==> src/rtl/ysyx_22050854_cpu_fsm.sv <==
// ysyx_22050854 multi-cycle sequencer.
// Handshaked fetch/decode/exec/mem/wb FSM owning pc, inst_q and instret.
module ysyx_22050854_cpu_fsm #(
    parameter int unsigned XLEN     = 64,
    parameter logic [63:0] RESET_PC = 64'h8000_0000
) (
    input  logic            clk,
    input  logic            rst,
    output logic            if_req_valid,
    output logic [XLEN-1:0] if_req_addr,
    input  logic            if_req_ready,
    input  logic            if_rsp_valid,
    input  logic [31:0]     if_rsp_inst,
    output logic [31:0]     inst_q,
    input  logic            dec_regwr,
    input  logic            dec_load,
    input  logic            dec_store,
    input  logic            dec_ebreak,
    input  logic [XLEN-1:0] next_pc,
    output logic            mem_req_valid,
    input  logic            mem_req_ready,
    input  logic            mem_rsp_valid,
    output logic            rf_wen,
    output logic [XLEN-1:0] pc,
    output logic            retire,
    output logic [63:0]     instret,
    output logic            halted,
    output logic            fault
);

    typedef enum logic [2:0] {
        S_FETCH_REQ,
        S_FETCH_WAIT,
        S_DECODE,
        S_EXEC,
        S_MEM_REQ,
        S_MEM_WAIT,
        S_WB,
        S_HALT
    } state_e;

    state_e          state_q;
    logic [XLEN-1:0] pc_q;
    logic [63:0]     instret_q;
    logic [63:0]     instret_d;
    logic            if_req_valid_q;
    logic            mem_req_valid_q;
    logic            rf_wen_q;
    logic            retire_q;
    logic            halted_q;
    logic            fault_q;

    // Strobes and requests are forced low while reset is held.
    assign if_req_valid  = if_req_valid_q & ~rst;
    assign mem_req_valid = mem_req_valid_q & ~rst;
    assign rf_wen        = rf_wen_q & ~rst;
    assign retire        = retire_q & ~rst;
    assign if_req_addr   = pc_q;
    assign pc            = pc_q;
    assign instret       = instret_q;
    assign halted        = halted_q;
    assign fault         = fault_q;
    assign instret_d     = instret_q + 64'd1;

    // Sequencer: state, architectural state and registered outputs.
    always_ff @(posedge clk) begin
        if (rst) begin
            state_q         <= S_FETCH_REQ;
            pc_q            <= RESET_PC[XLEN-1:0];
            inst_q          <= 32'd0;
            instret_q       <= 64'd0;
            if_req_valid_q  <= 1'b1;
            mem_req_valid_q <= 1'b0;
            rf_wen_q        <= 1'b0;
            retire_q        <= 1'b0;
            halted_q        <= 1'b0;
            fault_q         <= 1'b0;
        end else begin
            rf_wen_q <= 1'b0;
            retire_q <= 1'b0;
            if (retire_q) begin
                instret_q <= instret_d;
            end
            unique case (state_q)
                S_FETCH_REQ: begin
                    if (if_req_valid_q && if_req_ready) begin
                        if_req_valid_q <= 1'b0;
                        state_q        <= S_FETCH_WAIT;
                    end
                end
                S_FETCH_WAIT: begin
                    if (if_rsp_valid) begin
                        inst_q  <= if_rsp_inst;
                        state_q <= S_DECODE;
                    end
                end
                S_DECODE: begin
                    state_q <= S_EXEC;
                end
                S_EXEC: begin
                    if (dec_ebreak) begin
                        retire_q <= 1'b1;
                        state_q  <= S_HALT;
                    end else if (dec_load || dec_store) begin
                        mem_req_valid_q <= 1'b1;
                        state_q         <= S_MEM_REQ;
                    end else begin
                        rf_wen_q <= dec_regwr & ~dec_store;
                        retire_q <= 1'b1;
                        state_q  <= S_WB;
                    end
                end
                S_MEM_REQ: begin
                    if (mem_req_ready) begin
                        mem_req_valid_q <= 1'b0;
                        state_q         <= S_MEM_WAIT;
                    end
                end
                S_MEM_WAIT: begin
                    if (mem_rsp_valid) begin
                        rf_wen_q <= dec_regwr & ~dec_store;
                        retire_q <= 1'b1;
                        state_q  <= S_WB;
                    end
                end
                S_WB: begin
                    if (next_pc[1:0] == 2'b00) begin
                        pc_q           <= next_pc;
                        if_req_valid_q <= 1'b1;
                        state_q        <= S_FETCH_REQ;
                    end else begin
                        fault_q  <= 1'b1;
                        halted_q <= 1'b1;
                        state_q  <= S_HALT;
                    end
                end
                S_HALT: begin
                    halted_q <= 1'b1;
                end
            endcase
        end
    end

endmodule

==> config.mk <==
export PLATFORM = sky130hd
export DESIGN_NAME = ysyx_22050854_cpu_fsm
export DESIGN_NICKNAME = d
export VERILOG_FILES = /design/src/rtl/ysyx_22050854_cpu_fsm.sv
export SDC_FILE = /design/constraint.sdc
export NUM_CORES = 1
export LEC_CHECK = 0
export BUFFER_PORTS_ARGS = -buffer_cell sky130_fd_sc_hd__buf_4
export CAP_MARGIN = 20
export CORE_MARGIN = 5
export CORE_UTILIZATION = 33
export DETAILED_ROUTE_END_ITERATION = 10
export PLACE_DENSITY = 0.71
export SYNTH_ARGS = -nofsm -noshare
export SYNTH_HDL_FRONTEND = slang
export SYNTH_SLANG_ARGS = --single-unit
==> constraint.sdc <==
create_clock -name clk -period 2.9 [get_ports clk]
set_input_delay 0.29 -clock clk [delete_from_list [all_inputs] [get_ports clk]]
set_output_delay 0.29 -clock clk [all_outputs]
set_load 0.01 [all_outputs]
==> results of run 1 <==
## power groups by stage
stage,logic (mW),clock network (mW),registers (mW)
6_report,0.634,2.32,2.49
5_1_grt,0.707,2.49,2.51
4_1_cts,0.640,2.39,2.49
3_5_place_dp,0.638,0,2.54
3_3_place_gp,0.630,0,2.54
2_1_floorplan,0.335,0,2.53
## kinds of logic (layout without fill, tap and decap cells)
logic type	after synthesis	count (layout)	synth area share, %
xor gates and xnor gates	37	37	4.44
and+or+nand+nor	417	417	27.4
adders and majority gates	1	1	0.171
DFF	169	169	46.3
AOI/OAI and AO/OA	157	157	11.5
buffers and inverters	124	391	9.74
muxes	3	3	0.446
## placed cells by master, fill, tap and decap left out, types with 3 or more instances in the layout
master	count
nor2b_1	7
nand4_1	26
and3_1	4
xnor2_1	9
or4_1	9
o31ai_1	7
nor4_1	8
nor4_4	3
clkbuf_16	17
nor3b_1	3
nand4b_1	3
nand4_2	4
nand3_1	28
and4_1	6
inv_6	4
a21oi_1	122
or3_1	17
o21ai_0	18
inv_1	12
nor3_1	7
nor2_1	59
clkbuf_8	3
nand2_1	219
clkinvlp_4	3
buf_4	345
nor4_2	3
dfxtp_1	169
xor2_1	28
## sequential cells by signal, indices dropped and copies added, names as in the netlist
signal,cells
retire_q,1
if_req_addr,64
rf_wen_q,1
inst_q,32
state_q,3
fault,1
if_req_valid_q,1
halted,1
mem_req_valid_q,1
instret,64
## through the flow
stage | hold WS (ps) | util (%) | instances | worst slack, ps | cell area [sq um]
3_3_place_gp | 443 | 44.1 | 1423 | 626 | 9630
4_1_cts | 42.1 | 46.9 | 1455 | 492 | 10200
3_5_place_dp | 447 | 44.1 | 1423 | 544 | 9630
5_1_grt | 43.6 | 46.9 | 1455 | 271 | 10200
2_1_floorplan | 373 | - | 908 | 679 | 7300
6_report | 62.6 | 46.9 | 1455 | 452 | 10200
## worst min path at each step
stage | start | end | slack [ps]
floorplan | dec_store | rf_wen_q | 370
global placement | inst_q[6] | inst_q[6] | 440
detailed placement | inst_q[3] | inst_q[3] | 450
CTS | dec_store | rf_wen_q | 40
global route | dec_store | rf_wen_q | 40
finish | dec_store | rf_wen_q | 60
## final cells by class
cell class / count / area share [%]
multi-input combinational: 615 / 31.6
timing repair buffer: 346 / 25.5
clock buffer: 20 / 4.56
inverter: 13 / 0.477
clock inverter: 12 / 1.33
sequential: 169 / 33.1
tap: 280 / 3.42
## metal layers
layer | GRT usage, % | part of all wire, % | up-vias
li1 | - | - | 3522
met3 | 6.53 | 8.9 | 39
met1 | 21.2 | 41 | 3306
met4 | 6.02 | 2.3 | 2
met2 | 28.9 | 47 | 277
met5 | 0 | 0.056 | -
## worst max-delay path, delay by kind of cell (launching register included)
family	cells	cell delay [ps]
AND/OR/NAND/NOR	4	1790
AO/OA/AOI/OAI	1	140
flip-flops	1	440
==> flow_metrics.py, run 1 <==
metrics = {
    "pwr": {
        "clock_power_share_pct": 42.6,
        "power_frac_comb_pct": 11.6,
        "seqPwrFrac_pct": 45.8,
        "switching_share_pct": 25.5,
        "irDropWorstVdd_mv": 0.362,
        "powerDensity_nw_per_um2": 532,
        "p_int_mw": 4.06,
        "power_leakage_nw": 4.21,
        "power.switching_mw": 1.39,
        "power_mw": 5.45,
    },
    "cts": {
        "h-tree-depth": 4,
        "cts_root_buffer": "clkbuf_16",
        "cts.repair.resized": 0,
        "holdBufCountCts": 0,
        "cts_setup_buffers": 0,
        "cts_made_buffers": 17,
        "clk_pin_slew_ps": 70,
        "clock_latency_ps": 430,
        "cts_tree": "done",
        "clock_path_buffers": 2,
        "cts_sinks": 169,
    },
    "setup_path": {
        "startpoint_type": "register",
        "critPathCapture": "instret[55]",
        "r2r-end": "instret[55]",
        "worstSetupEndpointType": "register",
        "ff2ff_setup_slack_ps": 450,
        "slowest_stage": "or4_1",
        "crit-reg2reg-launch": "instret[20]",
        "crit_required_ps": 3260,
        "arrival_ps": 2800,
        "slowest_delay_ps": 530,
        "worstPathMaxFanout": 12,
        "crit_start": "instret[20]",
        "worstSetupPathType": "reg -> reg",
        "reg2reg_depth": 5,
        "worstPathCellList": "nand4_1, nor4_4, nand3_1, or4_1, a21oi_1",
    },
    "timing": {
        "slew_viol_final": 0,
        "finalClockSkew_ps": 11.9,
        "fin_setup_tns_ps": 0,
        "slew_headroom_pct": 46.6,
        "worst_pin_slew_ps": 801,
        "period_needed_ps": 2450,
        "hold_viol": 0,
        "setup-violations-final": 0,
        "rsz0062_at_grt": "false",
        "fmax_ghz": 0.409,
        "min_period_over_period_pct": 84.4,
    },
    "floorplan": {
        "core-area_sq_um": 21800,
        "rows": 54,
        "die_h_um": 159,
        "initial_core_util_pct": 33.4,
        "die_w_um": 159,
        "die-area_sq_um": 25200,
        "pin_count": 336,
    },
    "logic_synthesis": {
        "async_reset_ff_share_pct": 0,
        "synth_edf_count": 0,
        "yosys-top-cells-count": "219 x nand2_1, 169 x dfxtp_1, 122 x a21oi_1, 65 x buf_4, 60 x nor2_1",
        "synth.net_count": 1015,
        "seq_area_frac_synth_pct": 46.3,
        "ys_top_cells_by_area": "dfxtp_1 46%, nand2_1 11%, a21oi_1 8.4%, buf_4 6.7%, xor2_1 3.4%",
        "yosysMostFrequentCell": "nand2_1",
        "netlist_area_sq_um": 7300,
        "ys.warnings.count": 0,
        "synth_cells": 908,
        "yosysTopAreaCellShare_pct": 46.3,
        "ys_seq_elements": 169,
        "synth.distinct_cells": 46,
        "avgSynthCellArea_sq_um": 8.04,
        "synth_ff_type": "dfxtp_1",
        "yosys.area.top_type": "dfxtp_1",
    },
    "status": {
        "status": "complete, no violations",
    },
    "routing": {
        "dr_total_vias": 7146,
        "routed_wl_um": 23300,
        "drc_errors": 0,
        "viasPerCell": 4.91,
        "wl_per_cell_um": 16.0,
        "dr.pass1.iters": 5,
        "drt_iter0_drc": 471,
        "antenna_left": 0,
    },
    "grt": {
        "grt_pass1_vias": 6870,
        "grt_overflow": 0,
        "antenna_found_initial": 1,
        "grt_use_total_pct": 17.6,
        "grt_pass1_wl_um": 36900,
        "grt_start_max_net_pins": 66,
    },
    "min_path": {
        "holdCritPathClass": "in -> reg",
        "min_delay_path_depth": 2,
    },
    "final_layout": {
        "drive_gt1_share_pct": 33.5,
        "multi_input_area_sq_um": 3230,
        "fill_cells": 2168,
        "area_growth_pct": 40.1,
        "layout.nets": 1269,
        "diodes": 0,
        "regArea_sq_um": 3380,
    },
    "placed_design": {
        "portBuffers": 335,
        "dpl.hpwl_um": 17600,
        "place_congestion": 0.826,
    },
    "job": {
        "cap_violations": 0,
    },
}
Note: power is estimated with default switching activity, not from simulation.
==> inputs of run 2 (changes only) <==
ABC_AREA = 1   (was unset)
PLACE_DENSITY = 0.72   (was 0.71)
clock period = 2.05 ns   (was 2.9 ns; I/O delays follow)
==> flow_metrics.py, run 2 <==
metrics = {
    "cts": {
        "cts_sinks": 169,
        "cts_root_buffer": "clkbuf_16",
        "clock_latency_ps": 430,
        "cts_made_buffers": 17,
        "cts_tree": "done",
        "h-tree-depth": 4,
        "cts_setup_buffers": 0,
        "clock_path_buffers": 2,
        "clk_pin_slew_ps": 80,
    },
    "setup_path": {
        "worstPathMaxFanout": 7,
        "startpoint_type": "register",
        "crit_required_ps": 2370,
        "worstSetupPathType": "reg -> reg",
        "arrival_ps": 2120,
        "worstSetupEndpointType": "register",
        "ff2ff_setup_slack_ps": 250,
    },
    "timing": {
        "fmax_ghz": 0.557,
        "period_needed_ps": 1800,
        "rsz0062_at_grt": "false",
        "worst_pin_slew_ps": 550,
        "finalClockSkew_ps": 16.2,
        "hold_viol": 0,
        "slew_headroom_pct": 63.3,
        "fin_setup_tns_ps": 0,
        "min_period_over_period_pct": 87.6,
        "setup-violations-final": 0,
        "slew_viol_final": 0,
    },
    "logic_synthesis": {
        "synth_compound_area_share_pct": 9.73,
        "async_reset_ff_share_pct": 0,
        "yosys.area_share.simple_pct": 35.5,
        "synth_edf_count": 0,
        "synth_mux_area_share_pct": 0,
        "yosysMostFrequentCell": "nor2_1",
        "synth_ff_type": "dfxtp_1",
        "synth.net_count": 1311,
        "ys_top_cells_by_area": "dfxtp_1 42%, nor2_1 16%, nand2_1 9.7%, o21ai_0 6.8%, buf_4 6.1%",
        "yosys.area.top_type": "dfxtp_1",
        "synth-xor-area-share_pct": 0.757,
        "seq_area_frac_synth_pct": 41.8,
        "synth_top_family_by_area": "simple AND/OR/NAND/NOR gates",
        "synth.distinct_cells": 36,
        "synth_cells": 1204,
        "avgSynthCellArea_sq_um": 6.73,
        "yosys-top-cells-count": "349 x nor2_1, 209 x nand2_1, 169 x dfxtp_1, 110 x o21ai_0, 80 x inv_1",
        "synth_fa_ha_area_share_pct": 0.155,
        "yosysTopAreaCellShare_pct": 41.8,
        "netlist_area_sq_um": 8100,
        "ys_seq_elements": 169,
        "ys.warnings.count": 0,
    },
    "routing": {
        "antenna_left": 0,
        "drt_iter0_drc": 593,
        "dr_total_vias": 8905,
        "dr.pass1.iters": 5,
        "routed_wl_um": 30100,
        "viasPerCell": 4.81,
        "wl_per_cell_um": 16.2,
        "drc_errors": 0,
    },
    "floorplan": {
        "pin_count": 336,
        "core-area_sq_um": 24200,
        "die_w_um": 167,
        "die-area_sq_um": 27800,
        "die_h_um": 167,
        "rows": 57,
        "initial_core_util_pct": 33.4,
    },
    "job": {
        "cap_violations": 0,
    },
    "pwr": {
        "power_leakage_nw": 5.14,
        "irDropWorstVdd_mv": 0.436,
        "powerDensity_nw_per_um2": 694,
    },
    "final_layout": {
        "diodes": 0,
        "area_growth_pct": 43.4,
        "layout.nets": 1622,
        "drive_gt1_share_pct": 27.0,
        "fill_cells": 2389,
        "layout_commonest_cell": "nor2_1",
        "multi_input_area_sq_um": 3740,
        "layout_common_cells": "347 x nor2_1, 338 x buf_4, 209 x nand2_1, 169 x dfxtp_1, 110 x o21ai_0",
        "finish.instance_area_sq_um": 11600,
        "regArea_sq_um": 3380,
        "fin_util_pct": 47.9,
    },
    "grt": {
        "grt_use_total_pct": 20.5,
        "grt_pass1_vias": 8571,
        "grt_start_max_net_pins": 76,
        "grt_overflow": 0,
        "antenna_found_initial": 0,
        "grt_pass1_wl_um": 46200,
    },
    "placed_design": {
        "portBuffers": 335,
        "placed_area_sq_um": 10400,
        "dpl.hpwl_um": 22900,
        "place_congestion": 0.930,
    },
    "status": {
        "status": "complete, no violations",
    },
    "min_path": {
        "holdCritPathClass": "in -> reg",
    },
}
## run 2: cell families after synthesis
logic type | Yosys count
simple gates | 683
buf+inv | 189
flops | 169
compound gates | 155
xor+xnor | 7
fa+ha+maj | 1
## run 2: worst paths after layout
path	from	end	cells past startpoint
min reg2reg	if_req_addr[1]	if_req_addr[1]	2
min	next_pc[9]	if_req_addr[9]	3
max reg2reg	instret[0]	instret[36]	9
max	instret[0]	instret[36]	9
## run 2: per-stage QoR
step / instances / worst slack, ps / hold slack, ps / total power, mW
5_1_grt: 1852 / 40.2 / 6.90 / 8.40
4_1_cts: 1851 / 164 / 0.701 / 8.13
6_report: 1852 / 254 / 15.3 / 8.06
3_5_place_dp: 1764 / 218 / 381 / 4.75
3_3_place_gp: 1764 / 257 / 378 / 4.72
2_1_floorplan: 1204 / 517 / 281 / 4.20
## run 2: what timing repair did
action / CTS / global route
gates resized for setup: 0 / 1
setup endpoints to repair: 0 / 1
endpoints found under the hold margin: 55 / 0
hold buffers: 55 / 0
## run 2: critical path, stage by stage, from the launching register on
cell and delay, ps:
dfxtp_1 410, ha_1 230, nand2_1 130, nor2_4 160, nand2_1 130, nor2_4 230
and3_1 240, nand2_1 60, nand2_1 60, nor2_1 40
## run 2: final cells by class
class | instances | area share [%]
Clock buffer | 18 | 3.69
Sequential cell | 169 | 29.1
Multi-Input combinational cell | 846 | 32.2
Timing Repair Buffer | 397 | 27.3
Clock inverter | 14 | 1.44
Inverter | 84 | 2.73
Tap cell | 324 | 3.49
## run 2: power breakdown
part / switching [mW] / internal, mW / leakage [nW] / total (mW)
registers: 0.114 / 3.47 / 1.36 / 3.58
logic: 0.585 / 0.588 / 3.49 / 1.17
clock network: 1.55 / 1.75 / 0.290 / 3.30
total: 2.25 / 5.81 / 5.14 / 8.06
## run 2: per-layer routing
| layer | track usage (%) | part of all wire, % | vias to the layer above |
|---|---|---|---|
| met5 | 0 | 0 | - |
| met4 | 7.51 | 3.5 | 0 |
| met3 | 6.19 | 7.9 | 57 |
| met2 | 35.9 | 49 | 398 |
| met1 | 23.8 | 39 | 4085 |
| li1 | - | - | 4365 |
==> inputs of run 3 (changes only) <==
--- a/config.mk
+++ b/config.mk
@@ -9,8 +9,11 @@
 export BUFFER_PORTS_ARGS = -buffer_cell sky130_fd_sc_hd__buf_4
 export CAP_MARGIN = 20
+export CELL_PAD_IN_SITES_DETAIL_PLACEMENT = 1
+export CELL_PAD_IN_SITES_GLOBAL_PLACEMENT = 1
 export CORE_MARGIN = 5
-export CORE_UTILIZATION = 33
+export CORE_UTILIZATION = 30
 export DETAILED_ROUTE_END_ITERATION = 10
-export PLACE_DENSITY = 0.72
+export PLACE_DENSITY = 0.89
+export RECOVER_POWER = 100
 export SYNTH_ARGS = -nofsm -noshare
 export SYNTH_HDL_FRONTEND = slang
==> constraint.sdc (replaced) <==
create_clock -name clk -period 2.05 [get_ports clk]
set_input_delay 0.3075 -clock clk [delete_from_list [all_inputs] [get_ports clk]]
set_output_delay 0.3075 -clock clk [all_outputs]
set_load 0.01 [all_outputs]
==> flow_metrics.py, run 3 (synthesis results as in run 2) <==
metrics = {
    "floorplan": {
        "die_h_um": 174,
        "rows": 60,
        "core-area_sq_um": 26800,
        "pin_count": 336,
        "die_w_um": 174,
        "die-area_sq_um": 30400,
        "initial_core_util_pct": 30.2,
    },
    "cts": {
        "clk_pin_slew_ps": 80,
        "clock_latency_ps": 450,
        "cts_tree": "done",
        "h-tree-depth": 4,
        "cts_root_buffer": "clkbuf_16",
        "cts_made_buffers": 17,
        "cts_sinks": 169,
        "clock_path_buffers": 2,
    },
    "timing": {
        "finalClockSkew_ps": 12.7,
        "fmax_ghz": 0.535,
        "slew_viol_final": 0,
        "worst_pin_slew_ps": 564,
        "hold_viol": 0,
        "min_period_over_period_pct": 91.2,
        "setup-violations-final": 0,
        "rsz0062_at_grt": "false",
        "slew_headroom_pct": 62.3,
        "fin_setup_tns_ps": 0,
        "period_needed_ps": 1870,
    },
    "final_layout": {
        "drive_gt1_share_pct": 11.9,
        "fin_util_pct": 38.0,
        "fin_cells": 1817,
        "layout_common_cells": "352 x nor2_1, 231 x clkbuf_1, 210 x nand2_1, 169 x dfxtp_1, 112 x o21ai_0",
        "fill_cells": 3555,
        "layout.nets": 1570,
        "diodes": 0,
        "finish.instance_area_sq_um": 10200,
        "area_growth_pct": 25.9,
        "layout_commonest_cell": "nor2_1",
    },
    "grt": {
        "grt_pass1_wl_um": 53000,
        "antenna_found_initial": 0,
        "grt_overflow": 0,
        "grt_use_total_pct": 22.1,
        "grt_pass1_vias": 9474,
        "grt_start_max_net_pins": 93,
    },
    "setup_path": {
        "critical_path_depth": 4,
        "slowest_delay_ps": 470,
        "slowest_stage": "dfxtp_1",
        "arrival_ps": 1560,
        "worstSetupPathType": "reg -> out",
        "ff2ff_setup_slack_ps": 190,
        "worstPathCellList": "clkbuf_1, inv_1, nor2_1, clkbuf_1",
        "crit_family": "buffers and inverters",
        "worstSetupEndpointType": "output pin",
        "crit_buf_inv": 3,
        "crit-reg2reg-launch": "instret[39]",
        "crit_path_frequent_cell": "clkbuf_1",
        "crit_required_ps": 1740,
        "reg2reg_depth": 9,
        "crit_start": "retire_q",
        "worstPathMaxFanout": 5,
        "r2r-end": "instret[50]",
        "critPathCapture": "retire",
        "startpoint_type": "register",
    },
    "min_path": {
        "min_delay_path_depth": 2,
        "holdCritPathClass": "in -> reg",
    },
    "routing": {
        "viasPerCell": 4.89,
        "dr_total_vias": 8894,
        "drc_errors": 0,
        "wl_per_cell_um": 18.9,
        "antenna_left": 0,
        "dr.pass1.iters": 5,
        "routed_wl_um": 34400,
        "drt_iter0_drc": 418,
    },
    "job": {
        "cap_violations": 0,
    },
    "placed_design": {
        "placed_area_sq_um": 10500,
        "dp.cells": 1785,
        "dpl.hpwl_um": 27300,
        "portBuffers": 335,
        "place_congestion": 0.845,
    },
    "status": {
        "status": "complete, no violations",
    },
    "pwr": {
        "power_leakage_nw": 3.94,
        "irDropWorstVdd_mv": 0.410,
        "powerDensity_nw_per_um2": 773,
    },
}
==> run 3: changes by cell type in the layout (fill, tap and decap cells not counted), moves of 2 or more <==
cell	delta
inv_1	+2
clkbuf_1	+230
dlygate4sd3_1	-55
nor2_2	-6
clkinv_4	+3
o21ai_1	-2
o21ai_0	+2
buf_4	-227
inv_2	-2
buf_12	-2
inv_6	-2
nor2_1	+5
==> run 3: final cells by class <==
type | count | area (sq um) | area share [%]
repair buffers | 345 | 1750 | 17.2
multi-input cells | 846 | 3720 | 36.5
well taps | 341 | 427 | 4.19
flip-flops and latches | 169 | 3380 | 33.2
clock buffers | 18 | 439 | 4.31
clock inverters | 14 | 150 | 1.47
inverters | 84 | 317 | 3.11
==> run 3: how the worst min path moves through the flow <==
stage | startpoint | end | slack [ps]
floorplan | dec_store | rf_wen_q | 380
global placement | fault | fault | 440
detailed placement | fault | fault | 460
CTS | dec_store | rf_wen_q | 20
global route | dec_store | rf_wen_q | 40
finish | dec_store | rf_wen_q | 40
==> run 3: metrics by stage <==
stage / hold WS, ps / worst slack [ps] / power, mW
after global placement: 440 / 296 / 4.75
after CTS: 17.2 / 174 / 8.12
after detailed placement: 463 / 195 / 4.81
final: 38.8 / 180 / 7.87
after global routing: 40.9 / 29.8 / 8.23
after floorplan: 383 / 517 / 4.20
==> run 3: repair_timing <==
| action | 4_1_cts | 5_1_grt |
|---|---|---|
| gates resized for setup | 0 | 1 |
| endpoints found under the setup margin | 0 | 1 |
| buffers inserted | 0 | 0 |
| hold buffers | 0 | 0 |
==> run 3: routing by layer <==
| metal | routed length [um] | GRT usage [%] | up-vias |
|---|---|---|---|
| li1 | - | - | 4259 |
| met2 | 17600 | 39.3 | 289 |
| met4 | 1190 | 9.37 | 0 |
| met3 | 2580 | 7.39 | 68 |
| met1 | 13000 | 24.1 | 4278 |
| met5 | 0 | 0 | - |
==> run 3: where the power goes <==
| part | internal [mW] | total (mW) | leakage (nW) | switching, mW |
|---|---|---|---|---|
| Clock | 1.67 | 3.30 | 0.291 | 1.63 |
| Combinational | 0.390 | 0.994 | 2.28 | 0.604 |
| Sequential | 3.47 | 3.58 | 1.36 | 0.111 |
==> run 3: worst register-to-register path, stage by stage, from the launching register on <==
cell and delay, ps:
dfxtp_1 480, nand2_1 160, nor2_1 320, nand2_1 90
nor2_1 130, nand2_1 80, nor2_1 270, nand3_1 120
nand2_1 80, nor2_1 40
